**src/rtl/wb_mon_pkg.sv**
```systemverilog
// Shared definitions for the Wishbone B4 pipelined protocol monitor:
// violation bit indices, FSM encoding and first-violation encoder.
package wb_mon_pkg;

    localparam int unsigned VIOL_W           = 9;
    localparam int unsigned V_STB_NOCYC      = 0;
    localparam int unsigned V_STALL_UNSTABLE = 1;
    localparam int unsigned V_WR_NOSEL       = 2;
    localparam int unsigned V_RSP_NOCYC      = 3;
    localparam int unsigned V_RSP_NOREQ      = 4;
    localparam int unsigned V_ACK_ERR        = 5;
    localparam int unsigned V_OVERFLOW       = 6;
    localparam int unsigned V_STALL_TMO      = 7;
    localparam int unsigned V_ACK_TMO        = 8;

    localparam logic [3:0] FIRST_NONE = 4'hF;

    typedef enum logic [1:0] {
        IDLE,
        ACTIVE,
        WAIT
    } state_t;

    // Lowest set index wins; FIRST_NONE when nothing is set.
    function automatic logic [3:0] first_index(input logic [VIOL_W-1:0] v);
        logic [3:0] idx;
        idx = FIRST_NONE;
        for (int i = int'(VIOL_W) - 1; i >= 0; i--) begin
            if (v[i]) idx = 4'(i);
        end
        return idx;
    endfunction

endpackage

```
**src/rtl/wb_mon_timer.sv**
```systemverilog
// Consecutive-cycle timer: pulses expired once per episode when run has
// been high for LIMIT consecutive cycles.
module wb_mon_timer #(
    parameter int unsigned LIMIT = 16
) (
    input  logic CLK,
    input  logic RST_N,
    input  logic run,
    input  logic clr,
    output logic expired
);

    localparam int unsigned CNT_W = $clog2(LIMIT + 1);

    logic [CNT_W-1:0] cnt;

    // Saturating at LIMIT keeps the pulse to a single cycle per episode.
    always_ff @(posedge CLK or negedge RST_N) begin
        if (!RST_N) begin
            cnt <= '0;
        end else if (clr || !run) begin
            cnt <= '0;
        end else if (cnt != CNT_W'(LIMIT)) begin
            cnt <= cnt + CNT_W'(1);
        end
    end

    assign expired = run && !clr && (cnt == CNT_W'(LIMIT - 1));

endmodule

```
**src/rtl/wb_pipe_protocol_monitor.sv**
```systemverilog
// Passive Wishbone B4 pipelined link monitor: sticky violation flags,
// first-violation code, IRQ, outstanding depth and transaction counters.
module wb_pipe_protocol_monitor
    import wb_mon_pkg::*;
#(
    parameter int unsigned DATA_W          = 32,
    parameter int unsigned ADR_W           = 32,
    parameter int unsigned SEL_W           = DATA_W / 8,
    parameter int unsigned MAX_OUTSTANDING = 8,
    parameter int unsigned MAX_STALL       = 16,
    parameter int unsigned MAX_ACK_DELAY   = 32
) (
    input  logic                                     CLK,
    input  logic                                     RST_N,
    input  logic                                     CYC_O,
    input  logic                                     STB_O,
    input  logic                                     WE_O,
    input  logic [ADR_W-1:0]                         ADR_O,
    input  logic [SEL_W-1:0]                         SEL_O,
    input  logic [DATA_W-1:0]                        DAT_O,
    input  logic                                     STALL_I,
    input  logic                                     ACK_I,
    input  logic                                     ERR_I,
    input  logic                                     clr,
    output logic [VIOL_W-1:0]                        viol,
    output logic [3:0]                               first_viol,
    output logic                                     irq,
    output logic [$clog2(MAX_OUTSTANDING+1)-1:0]     outstanding,
    output logic [31:0]                              xact_count,
    output logic [15:0]                              err_count
);

    localparam int unsigned OUT_W = $clog2(MAX_OUTSTANDING + 1);
    localparam logic [OUT_W-1:0] OUT_MAX = OUT_W'(MAX_OUTSTANDING);

    logic              req, rsp, stall_now, wait_now;
    logic              stall_exp, ack_exp;
    logic              prev_cyc, prev_stall, prev_we;
    logic [ADR_W-1:0]  prev_adr;
    logic [SEL_W-1:0]  prev_sel;
    logic [DATA_W-1:0] prev_dat;
    logic [VIOL_W-1:0] viol_new, viol_next;
    logic [3:0]        first_next;
    logic [OUT_W-1:0]  out_next;
    state_t            state_q, state_d;
    logic              xact_inc;

    assign req       = CYC_O && STB_O && !STALL_I;
    assign rsp       = ACK_I || ERR_I;
    assign stall_now = CYC_O && STB_O && STALL_I;
    assign wait_now  = CYC_O && !STB_O && !rsp && (outstanding != '0);

    if (MAX_STALL > 0) begin : g_stall_tmr
        wb_mon_timer #(.LIMIT(MAX_STALL)) u_stall_tmr (
            .CLK(CLK), .RST_N(RST_N), .run(stall_now), .clr(!CYC_O), .expired(stall_exp)
        );
    end else begin : g_no_stall_tmr
        assign stall_exp = 1'b0;
    end

    if (MAX_ACK_DELAY > 0) begin : g_ack_tmr
        wb_mon_timer #(.LIMIT(MAX_ACK_DELAY)) u_ack_tmr (
            .CLK(CLK), .RST_N(RST_N), .run(wait_now), .clr(!CYC_O), .expired(ack_exp)
        );
    end else begin : g_no_ack_tmr
        assign ack_exp = 1'b0;
    end

    // Per-cycle protocol checks.
    always_comb begin
        viol_new = '0;
        viol_new[V_STB_NOCYC]      = STB_O && !CYC_O;
        viol_new[V_STALL_UNSTABLE] = prev_stall && (!STB_O || (ADR_O != prev_adr) ||
                                     (SEL_O != prev_sel) || (WE_O != prev_we) ||
                                     (WE_O && (DAT_O != prev_dat)));
        viol_new[V_WR_NOSEL]       = STB_O && WE_O && (SEL_O == '0);
        viol_new[V_RSP_NOCYC]      = rsp && !prev_cyc;
        viol_new[V_RSP_NOREQ]      = rsp && (outstanding == '0) && !req;
        viol_new[V_ACK_ERR]        = ACK_I && ERR_I;
        viol_new[V_OVERFLOW]       = req && (outstanding == OUT_MAX);
        viol_new[V_STALL_TMO]      = stall_exp;
        viol_new[V_ACK_TMO]        = ack_exp || (!CYC_O && (outstanding != '0));
    end

    // Sticky state; a violation coincident with clr takes precedence.
    always_comb begin
        viol_next  = clr ? viol_new : (viol | viol_new);
        first_next = clr ? FIRST_NONE : first_viol;
        if ((viol_new != '0) && (clr || (viol == '0))) begin
            first_next = first_index(viol_new);
        end
    end

    always_comb begin
        out_next = outstanding;
        if (!CYC_O) begin
            out_next = '0;
        end else if (req && !rsp && (outstanding != OUT_MAX)) begin
            out_next = outstanding + OUT_W'(1);
        end else if (!req && rsp && (outstanding != '0)) begin
            out_next = outstanding - OUT_W'(1);
        end
    end

    // Bus-cycle FSM next state.
    always_comb begin
        state_d  = state_q;
        xact_inc = 1'b0;
        case (state_q)
            IDLE:   if (CYC_O) state_d = ACTIVE;
            ACTIVE: if (!CYC_O) state_d = IDLE;
                    else if (!STB_O && (outstanding != '0)) state_d = WAIT;
            WAIT:   if (!CYC_O) state_d = IDLE;
                    else if (STB_O) state_d = ACTIVE;
            default: state_d = IDLE;
        endcase
        if ((state_q != IDLE) && !CYC_O && (outstanding == '0)) xact_inc = 1'b1;
    end

    always_ff @(posedge CLK or negedge RST_N) begin
        if (!RST_N) begin
            state_q     <= IDLE;
            viol        <= '0;
            first_viol  <= FIRST_NONE;
            irq         <= 1'b0;
            outstanding <= '0;
            xact_count  <= '0;
            err_count   <= '0;
            prev_cyc    <= 1'b0;
            prev_stall  <= 1'b0;
            prev_we     <= 1'b0;
            prev_adr    <= '0;
            prev_sel    <= '0;
            prev_dat    <= '0;
        end else begin
            state_q     <= state_d;
            viol        <= viol_next;
            first_viol  <= first_next;
            irq         <= |viol_next;
            outstanding <= out_next;
            if (xact_inc && (xact_count != '1)) xact_count <= xact_count + 32'd1;
            if (ERR_I && (err_count != '1)) err_count <= err_count + 16'd1;
            prev_cyc    <= CYC_O;
            prev_stall  <= stall_now;
            prev_we     <= WE_O;
            prev_adr    <= ADR_O;
            prev_sel    <= SEL_O;
            prev_dat    <= DAT_O;
        end
    end

endmodule

```
**config.mk**
```make
export PLATFORM = sky130hd
export DESIGN_NAME = wb_pipe_protocol_monitor
export DESIGN_NICKNAME = d
export VERILOG_FILES = /design/src/rtl/wb_mon_pkg.sv /design/src/rtl/wb_mon_timer.sv /design/src/rtl/wb_pipe_protocol_monitor.sv
export SDC_FILE = /design/constraint.sdc
export NUM_CORES = 1
export LEC_CHECK = 0
export BUFFER_PORTS_ARGS = -buffer_cell sky130_fd_sc_hd__buf_2
export CORE_MARGIN = 1
export CORE_UTILIZATION = 49
export DETAILED_ROUTE_END_ITERATION = 10
export PLACE_DENSITY = 0.8
export SYNTH_ARGS = -nofsm -noshare
export SYNTH_HDL_FRONTEND = slang
export SYNTH_SLANG_ARGS = --single-unit
```
**constraint.sdc**
```tcl
create_clock -name CLK -period 2.2 [get_ports CLK]
set_input_delay 0.33 -clock CLK [delete_from_list [all_inputs] [get_ports CLK]]
set_output_delay 0.33 -clock CLK [all_outputs]
set_load 0.1 [all_outputs]
```
==> qor.yml, run 1 <==
status: "complete, but fails checks"
violations: "setup timing"
nets: 832
final.fill_count: 903
globalRouteTotalUtil_pct: 22.92
clk_pin_slew_ps: 60
first_pass_iters: 4
grt_setup_unrepaired: "yes"
synth.ff_latch_count: 150
fmax_mhz: 424.2
ant_nets: 0
cp_max_fo: 5
placed_cell_area_mm2: 0.007850
fin_crit_sh_pct: 107.2
grt_pass1_wl_um: 23690
final.setup.worst_slack_ps: -157.3
dp_cells: 893
cts_max_level: 4
io_pins: 143
slew_viol_final: 0
overflow: 0
place_congestion: 0.8614
yosys.cell_types.count: 59
worst_slew_pin_slew_ps: 748.3
rows: 41
power_density_mw_per_mm2: 1038
required_ps: 2490
netlist_instances: 544
drive_above_1_share_pct: 40.24
p_leak_nw: 3.976
finalHoldViolCount: 0
synth_edf_count: 0
holdWs_ps: 42.12
p_sw_mw: 3.372
vdd_drop_max_mv: 0.5890
drc: 0
utilization_pct: 68.18
synth-seq-area-share_pct: 57.85
post_drt_wl_per_cell_um: 16.00
finalSetupViolCount: 21
hold_path.class: "input port to flip-flop"
die_h_um: 117.2
fin_skew_ps: 5.544
yosys_most_used_dff: "dfrtp_1"
synthArstFlopShare_pct: 100.0
final_cells: 930
swShare_pct: 37.30
totalNegativeSetupSlack_ps: -949.7
drt_iter0_drc: 262
vias: 4939
critPathArrivalTime_ps: 2650
syn_area_per_cell_um2: 11.94
seq_area_mm2: 0.003852
cts_buffers: 17
fin_area_mm2: 0.008708
grt_max_degree: 66
cts-root-buf: "clkbuf_16"
routed_wl_um: 14880
timing_worst_setup_path_type: "flip-flop to flip-flop"
clkPwrFrac_pct: 33.0
initial_core_util_pct: 50.87
pre_cts_slack_ps: -146.5
port_buffers: 142
critPathLaunchType: "flip-flop"
cts_tree: "built"
p_int_mw: 5.667
dpl.hpwl_um: 10750
max_cap_viol_count: 0
antenna_found_initial: 2
vias_per_cell: 5.311
cts_sinks: 150
endpoint_kind: "flip-flop"
die_area_mm2: 0.01372
seqPwrFrac_pct: 36.5
total_power_mw: 9.039
num_antenna_cells: 0
syn_nets: 631
grt_pass1_vias: 5063
max_slew_margin_pct: 49.93
synthToLayoutAreaGrowth_pct: 34.03
core-area_mm2: 0.01277
max-clock-path-buffers: 2
final.min_clock_period_ps: 2357
yosys_warnings: 0
die_x_um: 117.2
multi_input_area_mm2: 0.002825
syn_area_mm2: 0.006497
p_comb_share_pct: 30.4
clock_latency_ps: 410
## routing by layer
metal | share of wire [%] | global-route usage, % | routed length, um | up-vias
li1 | - | - | - | 2305
met1 | 40 | 26.66 | 5997 | 2439
met5 | 0.087 | 0 | 13 | -
met3 | 6.9 | 7.261 | 1026 | 29
met4 | 2.3 | 10.04 | 344 | 2
met2 | 50 | 38.98 | 7499 | 164
## synth_stat cells (2+ instances only)
cell        n  area share, %
xor2_1     44            5.9
o22ai_1     5           0.48
o31ai_1     2           0.23
and3b_1     2           0.27
and4_1      4           0.54
or3_1       2           0.19
o21ai_0    14            1.1
nand2b_1    2           0.19
inv_1      21            1.2
nand2_1    30            1.7
nor3_1     13            1.0
dfrtp_1   146             56
clkbuf_1    5           0.29
nand4_1    23            2.2
nand3_1    37            2.9
and2_1      5           0.48
nor2_1     24            1.4
xnor2_1    78             11
and3_1     12            1.2
mux2_2      2           0.35
ha_1        9            1.7
a21oi_1     8           0.62
nor4_1     14            1.3
dfstp_2     4            1.6
mux2i_1     4           0.62
## logic make-up after synthesis
logic type | count (synthesis) | synth area share [%]
AOI/OAI and AO/OA | 50 | 6.105
xor gates and xnor gates | 122 | 16.45
adders and majority gates | 10 | 2.041
buffers and inverters | 28 | 1.695
DFF | 150 | 57.85
muxes | 7 | 1.309
and+or+nand+nor | 177 | 14.56
## worst max-delay path: stages, from the launching register on
cell      delay, ps
dfrtp_4         470
or4_4           520
or3_4           450
a311oi_4        270
buf_4           180
buf_6           120
nand2_4          60
xnor2_2         150
## sequential cells by signal (all words and copies together), names as in the netlist
name and cells:
viol 9, irq 1, prev_sel 4, first_viol 4, err_count 16, prev_stall 1
g_ack_tmr.u_ack_tmr.cnt 6, prev_cyc 1, state_q 2, prev_adr 32, prev_dat 32, xact_count 32
g_stall_tmr.u_stall_tmr.cnt 5, outstanding 4, prev_we 1
## final timing paths
kind                                            startpoint  depth (start not counted)  slack, ps                         end
worst max-delay path            outstanding[0]$_DFFE_PN0P_                          7       -160  xact_count[19]$_DFFE_PN0P_
worst min-delay path                             DAT_O[17]                          1         40      prev_dat[17]$_DFF_PN0_
worst max register to register  outstanding[0]$_DFFE_PN0P_                          7       -160  xact_count[19]$_DFFE_PN0P_
worst min register to register  xact_count[28]$_DFFE_PN0P_                          1        480  xact_count[28]$_DFFE_PN0P_
max in group asynchronous                            RST_N                          3       1080      prev_adr[31]$_DFF_PN0_
min in group asynchronous                            RST_N                          2        470  xact_count[12]$_DFFE_PN0P_
## area by class of cell
class | instances | share of cell area [%]
well taps | 172 | 2.471
multi-input cells | 366 | 32.44
clock inverters | 11 | 1.681
repair buffers | 189 | 12.86
clock buffers | 21 | 5.402
flip-flops and latches | 150 | 44.24
inverters | 21 | 0.9052
## repair_timing
| item | in CTS | in global routing |
|---|---|---|
| hold buffers | 1 | 0 |
| gates cloned | 1 | 1 |
| endpoints found under the hold margin | 58 | 0 |
| resized for setup | 11 | 34 |
| pin swaps | 4 | 15 |
| endpoints found under the setup margin | 31 | 35 |
| buffers inserted | 1 | 2 |
## cell usage in the layout (no fill, tap or decap), types with 3 or more instances in the layout
master,Yosys,layout
and4_1,4,4
buf_2,1,141
nand3_1,37,31
buf_6,0,7
nor4_1,14,13
dfrtp_1,146,103
nand4_1,23,23
a21oi_1,8,6
mux2i_1,4,4
nand3_4,0,3
nor3_1,13,12
nand3_2,0,3
nand2_2,0,5
and3_1,12,12
and2_1,5,5
ha_1,9,9
nor2_1,24,24
nand2_4,0,3
bufinv_16,0,3
dfrtp_2,0,27
clkbuf_16,0,17
clkbuf_8,0,3
nand2_1,30,22
dfrtp_4,0,16
xnor2_2,0,6
o21ai_0,14,14
clkinv_2,0,3
buf_4,1,38
dfstp_2,4,4
o22ai_1,5,5
xor2_1,44,44
xnor2_1,78,72
inv_1,21,21
## power by group through the flow
stage          Sequential, mW  Clock [mW]  Combinational (mW)
2_1_floorplan            4.62           0               0.681
3_3_place_gp             3.32           0                2.62
3_5_place_dp             3.34           0                2.68
4_1_cts                  3.30        3.03                2.74
5_1_grt                  3.34        3.15                2.92
6_report                 3.30        2.99                2.75
No activity file was read; power rests on OpenSTA's default activity.
==> run 2, diff against run 1 <==
- CAP_MARGIN: default -> 40
- CORE_ASPECT_RATIO: default -> 0.75
- GPL_TIMING_DRIVEN: default -> 0
==> run 2 against run 1 <==
Compared with the run above: the run still ends with setup timing left; die area about the same; global-route usage grew 0.46 points; worst hold slack worse by 1.2 ps; largest power group unchanged; highest routed layer is now met4.
==> qor.yml, run 2 (synthesis gave the netlist of run 1 again) <==
final_cell_mix: "buf_2, dfrtp_1, xnor2_1, xor2_1, nand3_1"
fin_skew_ps: 6.462
first_pass_iters: 4
fmax_mhz: 428.8
seq_area_mm2: 0.003852
antenna_found_initial: 0
largest_registers: "prev_adr (32), prev_dat (32), xact_count (32)"
drc: 0
p_leak_nw: 3.870
initial_core_util_pct: 50.09
cts_max_level: 4
clk_pin_slew_ps: 60
port_buffers: 142
die_area_mm2: 0.01373
fin_crit_sh_pct: 106.0
multi_input_area_mm2: 0.002913
grt_max_degree: 100
final.setup.worst_slack_ps: -132.2
hold_path.class: "input port to flip-flop"
cts_sinks: 150
vias_per_cell: 5.339
holdPathEnd: "prev_dat[31]$_DFF_PN0_"
max-clock-path-buffers: 2
met3WireLength_um: 1061
dpl.hpwl_um: 10450
finalHoldViolCount: 0
cts-root-buf: "clkbuf_16"
routed_wl_um: 15060
critPathArrivalTime_ps: 2640
grt_pass1_vias: 4954
status: "complete, but fails checks"
grt_setup_unrepaired: "yes"
max_cap_viol_count: 0
nets: 815
r2r-start: "outstanding[1]$_DFFE_PN0P_"
max_slew_margin_pct: 42.20
required_ps: 2500
vdd_drop_max_mv: 1.041
rows: 36
wl_met2_um: 7149
final.min_clock_period_ps: 2332
io_pins: 143
worst_slew_pin_slew_ps: 855.0
die_h_um: 101.7
holdWs_ps: 40.95
r2r_slack_ps: -130
finalSetupViolCount: 30
timing_worst_setup_path_type: "flip-flop to flip-flop"
place_congestion: 0.8808
ant_nets: 0
critPathLaunchType: "flip-flop"
drt_iter0_drc: 204
cts_buffers: 17
num_antenna_cells: 0
cp_max_fo: 5
post_drt_wl_per_cell_um: 16.53
globalRouteTotalUtil_pct: 23.38
power_density_mw_per_mm2: 1029
die_x_um: 135.0
endpoint_kind: "flip-flop"
hold-path-cell-count: 1
dr.max_layer_used: "met4"
overflow: 0
violations: "setup timing"
synthToLayoutAreaGrowth_pct: 32.56
core-area_mm2: 0.01297
wl_met1_um: 6502
drive_above_1_share_pct: 39.46
startpoint: "outstanding[1]$_DFFE_PN0P_"
final.fill_count: 949
utilization_pct: 66.40
vias: 4864
rr_endpoint: "xact_count[18]$_DFFE_PN0P_"
grt_pass1_wl_um: 24360
ff2ff_path_depth: 6
worstHoldStart: "DAT_O[31]"
cts_tree: "built"
slew_viol_final: 0
clock_latency_ps: 420
layout_commonest_cell: "buf_2"
run 2: final cells by class:
type | instances | share of cell area (%)
Tap cell | 171 | 2.484
Inverter | 21 | 0.9152
Sequential cell | 150 | 44.73
Clock inverter | 9 | 1.177
Clock buffer | 22 | 5.506
Timing Repair Buffer | 168 | 11.20
Multi-Input combinational cell | 366 | 33.82
Buffer | 4 | 0.1743
run 2: how the worst max path moves through the flow:
stage,to,cells after the start
global route,xact_count[10]$_DFFE_PN0P_,8
global placement,outstanding[0]$_DFFE_PN0P_,1
CTS,xact_count[22]$_DFFE_PN0P_,7
finish,xact_count[18]$_DFFE_PN0P_,6
floorplan,xact_count[17]$_DFFE_PN0P_,7
detailed placement,xact_count[17]$_DFFE_PN0P_,7
run 2: timing repair:
action,4_1_cts,5_1_grt
hold buffers,1,0
endpoints found under the setup margin,36,44
gates resized for setup,32,28
endpoints found under the hold margin,51,0
setup buffers,18,6
pin swaps,23,18
run 2: layer usage:
| metal | track usage (%) | vias up |
|---|---|---|
| met4 | 10.29 | 0 |
| met5 | 0 | - |
| met1 | 29.59 | 2374 |
| li1 | - | 2272 |
| met3 | 7.708 | 33 |
| met2 | 36.99 | 185 |
run 2: power breakdown:
part           total, mW  switching (mW)  leakage [nW]  internal [mW]
Combinational       2.73            2.02          1.78          0.709
Sequential          3.33           0.265          1.80           3.06
Clock               2.81            1.07         0.286           1.74
Total               8.86            3.35          3.87           5.51
run 2: stage by stage:
stage	power (mW)	cell area [um^2]	setup TNS (ps)	worst slack (ps)	instances
floorplan	5.303	6614	-9729	-442.9	544
global placement	5.792	7538	-192050	-1621	857
detailed placement	5.865	7572	-10410	-458.5	858
CTS	8.846	8436	-4073	-228.5	907
global route	9.229	8613	-4517	-223.9	911
finish	8.862	8613	-1878	-132.2	911
run 2: critical path: stages, from the launching register on:
cell and delay, ps:
dfrtp_4 490, or4_4 540, or3_4 450, a211oi_4 240, buf_6 180, nand4_1 150
xnor2_1 170
